==> src/rtl/token_encoder.sv <==
// token_encoder: greedy vocabulary tokenizer.
// Buffers one word of symbols, then repeatedly scans a writable vocabulary
// (one symbol compare per cycle) and emits the best token ID per position.
// Unmatched positions emit UNK_ID and advance by one symbol.
//
// state | meaning
// ------+-------------------------------------------------------------
// IDLE  | waiting for the first symbol of a word; vocabulary writable
// LOAD  | storing further symbols of the word into the word buffer
// SCAN  | walking vocabulary entries against the word at pos
// EMIT  | presenting the selected token until out_ready
// DONE  | one-cycle completion pulse, then back to IDLE
module token_encoder #(
  parameter int DATA_WIDTH = 8,
  parameter int NUM_TOKENS = 16,
  parameter int MAX_LEN    = 4,
  parameter int WORD_DEPTH = 16,
  parameter int UNK_ID     = NUM_TOKENS - 1,
  parameter int ID_W       = $clog2(NUM_TOKENS),
  parameter int VA_W       = $clog2(NUM_TOKENS * MAX_LEN)
) (
  input  logic                  clk,
  input  logic                  rst,
  input  logic                  vocab_we,
  input  logic [VA_W-1:0]       vocab_addr,
  input  logic [DATA_WIDTH-1:0] vocab_din,
  input  logic                  mode,
  input  logic                  in_valid,
  output logic                  in_ready,
  input  logic [DATA_WIDTH-1:0] in_data,
  input  logic                  in_last,
  output logic                  out_valid,
  input  logic                  out_ready,
  output logic [ID_W-1:0]       out_id,
  output logic                  out_last,
  output logic                  busy,
  output logic                  done,
  output logic                  overflow
);

  // Word length and position need to reach WORD_DEPTH itself.
  localparam int POS_W = $clog2(WORD_DEPTH + 1);
  localparam int PW1   = POS_W + 1;
  localparam int WA_W  = (WORD_DEPTH > 1) ? $clog2(WORD_DEPTH) : 1;
  // Entry length / compare index needs to reach MAX_LEN itself.
  localparam int K_W   = $clog2(MAX_LEN + 1);

  typedef enum logic [2:0] {
    S_IDLE,
    S_LOAD,
    S_SCAN,
    S_EMIT,
    S_DONE
  } state_t;

  state_t state_q, state_d;

  logic [DATA_WIDTH-1:0] vocab_mem [NUM_TOKENS*MAX_LEN];
  logic [DATA_WIDTH-1:0] word_mem  [WORD_DEPTH];

  logic [POS_W-1:0] word_len_q;
  logic [POS_W-1:0] pos_q;
  logic             mode_q;
  logic             overflow_q;

  logic [ID_W-1:0]  t_q;
  logic [K_W-1:0]   k_q;
  logic [ID_W-1:0]  best_id_q;
  logic [K_W-1:0]   best_len_q;
  logic [K_W-1:0]   adv_q;
  logic [ID_W-1:0]  out_id_q;
  logic             out_last_q;

  // Load-side signals
  logic             accept;
  logic [POS_W-1:0] wr_idx;
  logic             depth_hit;
  logic             load_end;

  // Scan-side signals
  logic [PW1-1:0]        probe;
  logic                  probe_in;
  logic [VA_W-1:0]       vidx;
  logic [DATA_WIDTH-1:0] vsym;
  logic [DATA_WIDTH-1:0] wsym;
  logic                  term;
  logic                  sym_ok;
  logic                  last_k;
  logic                  entry_end;
  logic                  entry_hit;
  logic [K_W-1:0]        hit_len;
  logic                  take;
  logic                  scan_done;
  logic [ID_W-1:0]       res_id;
  logic [K_W-1:0]        res_len;
  logic [K_W-1:0]        adv;
  logic                  res_last;

  // Load addressing: the first symbol of a word always lands at address 0.
  always_comb begin
    accept    = in_valid && in_ready;
    wr_idx    = (state_q == S_IDLE) ? '0 : word_len_q;
    depth_hit = (wr_idx == POS_W'(WORD_DEPTH - 1));
    load_end  = in_last || depth_hit;
  end

  // One compare step of the vocabulary walk plus best-match selection.
  always_comb begin
    probe    = {1'b0, pos_q} + PW1'(k_q);
    probe_in = (probe < {1'b0, word_len_q});
    vidx     = VA_W'(int'(t_q) * MAX_LEN + int'(k_q));
    vsym     = vocab_mem[vidx];
    wsym     = word_mem[probe[WA_W-1:0]];

    term      = (vsym == '0);
    sym_ok    = !term && probe_in && (wsym == vsym);
    last_k    = (k_q == K_W'(MAX_LEN - 1));
    entry_end = term || !sym_ok || last_k;

    // A terminator after k matched symbols means the whole entry matched.
    hit_len   = term ? k_q : K_W'(MAX_LEN);
    entry_hit = entry_end && (t_q != ID_W'(UNK_ID)) &&
                ((term && (k_q != '0)) || (sym_ok && last_k));

    // Strictly longer wins, so ties stay with the lower index.
    take      = entry_hit && (hit_len > best_len_q);
    scan_done = entry_end && ((t_q == ID_W'(NUM_TOKENS - 1)) || (mode_q && entry_hit));

    res_id  = best_id_q;
    res_len = best_len_q;
    if (take) begin
      res_id  = t_q;
      res_len = hit_len;
    end
    adv = res_len;
    if (res_len == '0) begin
      res_id = ID_W'(UNK_ID);
      adv    = K_W'(1);
    end
    res_last = (({1'b0, pos_q} + PW1'(adv)) >= {1'b0, word_len_q});
  end

  // State register.
  always_ff @(posedge clk) begin
    if (rst) state_q <= S_IDLE;
    else     state_q <= state_d;
  end

  // Next-state and handshake outputs.
  always_comb begin
    state_d   = state_q;
    in_ready  = 1'b0;
    out_valid = 1'b0;
    busy      = 1'b1;
    done      = 1'b0;
    case (state_q)
      S_IDLE: begin
        in_ready = 1'b1;
        busy     = 1'b0;
        if (in_valid) state_d = load_end ? S_SCAN : S_LOAD;
      end
      S_LOAD: begin
        in_ready = 1'b1;
        if (in_valid && load_end) state_d = S_SCAN;
      end
      S_SCAN: begin
        if (scan_done) state_d = S_EMIT;
      end
      S_EMIT: begin
        out_valid = 1'b1;
        if (out_ready) state_d = out_last_q ? S_DONE : S_SCAN;
      end
      S_DONE: begin
        done    = 1'b1;
        state_d = S_IDLE;
      end
      default: state_d = S_IDLE;
    endcase
  end

  // Vocabulary, word buffer, scan walker and result registers.
  always_ff @(posedge clk) begin
    if (rst) begin
      for (int i = 0; i < NUM_TOKENS * MAX_LEN; i++) vocab_mem[i] <= '0;
      for (int i = 0; i < WORD_DEPTH; i++) word_mem[i] <= '0;
      word_len_q <= '0;
      pos_q      <= '0;
      mode_q     <= 1'b0;
      overflow_q <= 1'b0;
      t_q        <= '0;
      k_q        <= '0;
      best_id_q  <= '0;
      best_len_q <= '0;
      adv_q      <= '0;
      out_id_q   <= '0;
      out_last_q <= 1'b0;
    end else begin
      if (vocab_we && (state_q == S_IDLE)) vocab_mem[vidx_w(vocab_addr)] <= vocab_din;

      if (accept) begin
        word_mem[wr_idx[WA_W-1:0]] <= in_data;
        word_len_q                 <= wr_idx + POS_W'(1);
        if (state_q == S_IDLE) mode_q <= mode;
        // Truncation only when the buffer fills without a real end of word.
        if (depth_hit && !in_last) overflow_q <= 1'b1;
        else if (state_q == S_IDLE) overflow_q <= 1'b0;
      end

      if (state_q == S_SCAN) begin
        if (entry_end) begin
          t_q <= t_q + ID_W'(1);
          k_q <= '0;
          if (take) begin
            best_id_q  <= t_q;
            best_len_q <= hit_len;
          end
        end else begin
          k_q <= k_q + K_W'(1);
        end
        if (scan_done) begin
          out_id_q   <= res_id;
          out_last_q <= res_last;
          adv_q      <= adv;
        end
      end else begin
        t_q        <= '0;
        k_q        <= '0;
        best_id_q  <= '0;
        best_len_q <= '0;
      end

      if ((state_q == S_EMIT) && out_ready) pos_q <= pos_q + POS_W'(adv_q);
      if (state_q == S_DONE) pos_q <= '0;
    end
  end

  // Identity helper keeps the write port index at the array's address width.
  function automatic logic [VA_W-1:0] vidx_w(input logic [VA_W-1:0] a);
    return a;
  endfunction

  assign out_id   = out_id_q;
  assign out_last = out_last_q;
  assign overflow = overflow_q;

endmodule

==> config.mk <==
export PLATFORM = sky130hd
export DESIGN_NAME = token_encoder
export DESIGN_NICKNAME = d
export VERILOG_FILES = /design/src/rtl/token_encoder.sv
export SDC_FILE = /design/constraint.sdc
export NUM_CORES = 1
export LEC_CHECK = 0
export ABC_AREA = 0
export CAP_MARGIN = 40
export CORE_MARGIN = 5
export CORE_UTILIZATION = 45
export CTS_CLUSTER_SIZE = 20
export DETAILED_ROUTE_END_ITERATION = 8
export DONT_BUFFER_PORTS = 1
export SLEW_MARGIN = 10
export SYNTH_ARGS = -nofsm -noshare
export SYNTH_HDL_FRONTEND = slang
export SYNTH_SLANG_ARGS = --single-unit
==> constraint.sdc <==
create_clock -name clk -period 16.6 [get_ports clk]
set_input_delay 1.66 -clock clk [delete_from_list [all_inputs] [get_ports clk]]
set_output_delay 1.66 -clock clk [all_outputs]
set_load 0.1 [all_outputs]
==> flow_metrics.tcl <==
set metrics [dict create \
    grt_pass1_vias 19723 \
    start_util_pct 45.6 \
    portBuffers 0 \
    cts_tree "built" \
    synth_area_leader_cell "edfxtp_1" \
    cp.required_ns 17.09 \
    cp.arrival_ns 9.01 \
    fill_cells 6012 \
    grt_max_degree 65 \
    synth.most_common_cell "and2_1" \
    core_area_um2 71700 \
    rsz0062_at_grt "false" \
    start_kind "flip-flop" \
    cts_num_sinks 677 \
    dr_total_vias 19432 \
    drv_cap 0 \
    syn_avg_cell_area_um2 14.1 \
    worstSetupPathType "flip-flop to flip-flop" \
    synthFlopType "edfxtp_1" \
    synth_seq_cells 677 \
    ys_seq_area_share_pct 61.0 \
    insertion_delay_ns 0.63 \
    dp_slack_ns 8.13 \
    synth-edff-count 640 \
    h-tree-depth 3 \
    tightest_slew_ns 0.877 \
    post_drt_wl_per_cell_um 26.3 \
    detail-route-antenna-nets 0 \
    synth_area_leaders "edfxtp_1 (59%), and2_1 (12%), mux4_2 (9.0%)" \
    max-vdd-ir-drop_mv 0.0941 \
    netlist_area_um2 32700 \
    power.density_nw_per_um2 105 \
    cts_made_buffers 75 \
    finalClockSkew_ns 0.0312 \
    dp_hpwl_um 58200 \
    gp_congestion 0.844 \
    fin_hold_ws_ns 0.482 \
    slowest_stage "dfxtp_4" \
    drt_pre_antenna_iters 5 \
    cts_resized 0 \
    layout_min_cycle_time_ns 8.52 \
    drive_above_1_share_pct 16.7 \
    area_growth_pct 11.9 \
    root_buffer "clkbuf_16" \
    path_delay_family "simple AND/OR/NAND/NOR gates" \
    regArea_um2 20000 \
    grt-ovfl-total 0 \
    end_kind "flip-flop" \
    synth_cells 2320 \
    outcome "finished clean" \
    totalWireLength_um 88500 \
    synth_cell_types 82 \
    first_iter_violations 1923 \
    antenna_found_initial 3 \
    die_area_um2 78200 \
    grt_usage_pct 22.4 \
    chipWidth_um 280 \
    finalSetupTns_ns 0 \
    async_flop_share_pct 0 \
    crit_path_max_incr_delay_ns 0.63 \
    setup_viol 0 \
    leakagePower_nw 13.0 \
    path_buf_inv 7 \
    hold_path_class "flip-flop to flip-flop" \
    hold_violations 0 \
    synth_nets 2385 \
    num_rows 98 \
    cp_max_fo 31 \
    post-route-drc-count 0 \
    setup_ws_ns 8.08 \
    hold_buffers 0 \
    io_pins 39 \
    grt_pass1_wl_um 131000 \
    cp_common_cell "nand2_1" \
    min_period_over_period_pct 51.3 \
    clockBufferDepth 3 \
    fmax_mhz 117 \
    fin_nets 2423 \
    ys_warn_count 0 \
    relSlewSlack_pct 41.1 \
    vias_per_cell 5.77 \
    multiInputGateArea_um2 11800 \
    cts_setup_buffers 0 \
    clk_pin_slew_ns 0.06 \
    synth.top_cell.area_share_pct 58.8 \
    die_h_um 280 \
    synthTopCellsByCount "and2_1 (650), edfxtp_1 (640), mux4_2 (131)" \
    finalMaxSlewViolations 0 \
]
layer usage:
metal / routed length [um] / global-route usage, % / vias up
li1: - / - / 8601
met2: 42700 / 36.6 / 704
met5: 0 / 0 / -
met1: 37800 / 32.0 / 10013
met3: 6010 / 3.22 / 114
met4: 1990 / 5.79 / 0
path summary, 6_finish.rpt:
| path | slack [ns] | endpoint | depth (start not counted) | start |
|---|---|---|---|---|
| setup / recovery | 8.08 | out_last | 32 | k_q[0] |
| hold / removal | 0.48 | mode_q | 2 | mode_q |
| setup reg to reg | 8.08 | out_last | 32 | k_q[0] |
| hold reg to reg | 0.48 | mode_q | 2 | mode_q |
power by group:
part	internal (mW)	switching, mW
registers	1.93	0.0223
clock network	1.03	0.698
logic	0.0625	0.107
tightest hold or removal path: cells and delay by family (launching register included):
kind,cells,cell delay (ns)
AO/OA/AOI/OAI,2,0.13
flip-flops,1,0.31
registers in the layout (all words and copies together) (netlist names):
register	cells
best_id_q	4
pos_q	5
overflow	1
word_mem	128
mode_q	1
state_q	3
k_q	3
t_q	4
out_id	4
word_len_q	5
adv_q	3
best_len_q	3
out_last	1
vocab_mem	512
layout make-up:
type,instances,area share (%)
multi-input cells,1459,32.2
clock inverters,44,1.60
clock buffers,93,5.31
repair buffers,118,2.82
diodes,2,0.0137
well taps,950,3.25
flip-flops and latches,677,54.6
inverters,27,0.280
stage by stage:
stage               power, mW  std cells  area (um^2)  util (%)
floorplan                2.09       2320        32700         -
global placement         2.14       3187        33600      46.8
detailed placement       2.15       3231        34100      47.5
CTS                      3.87       3368        36600      51.0
global route             3.96       3369        36600      51.0
finish                   3.84       3370        36600      51.0
kinds of logic after synthesis:
family,Yosys count,synth area share [%]
AO/OA/AOI/OAI,213,4.21
buffers and inverters,184,3.06
multiplexers,230,12.7
flip-flops,677,61.0
adder cells (fa/ha/maj),36,1.45
XOR/XNOR,23,0.662
AND/OR/NAND/NOR,957,16.9
layout by cell type, fill, tap and decap left out, types with 12 or more instances in the layout:
| cell | n |
|---|---|
| and2_1 | 650 |
| edfxtp_1 | 640 |
| mux4_2 | 131 |
| nor2_1 | 119 |
| o21ai_0 | 94 |
| buf_4 | 81 |
| nand2_1 | 80 |
| clkbuf_16 | 76 |
| mux2i_1 | 70 |
| dfxtp_1 | 35 |
| ha_1 | 31 |
| a21oi_1 | 26 |
| inv_1 | 25 |
| buf_2 | 23 |
| a22oi_1 | 20 |
| nand3_1 | 19 |
| clkbuf_1 | 18 |
| mux2_2 | 16 |
| clkinv_1 | 16 |
| nor2b_1 | 15 |
| xnor2_1 | 15 |
| nor3_1 | 13 |
| mux4_1 | 12 |
| bufinv_16 | 12 |
(Power assumes the default switching activity.)
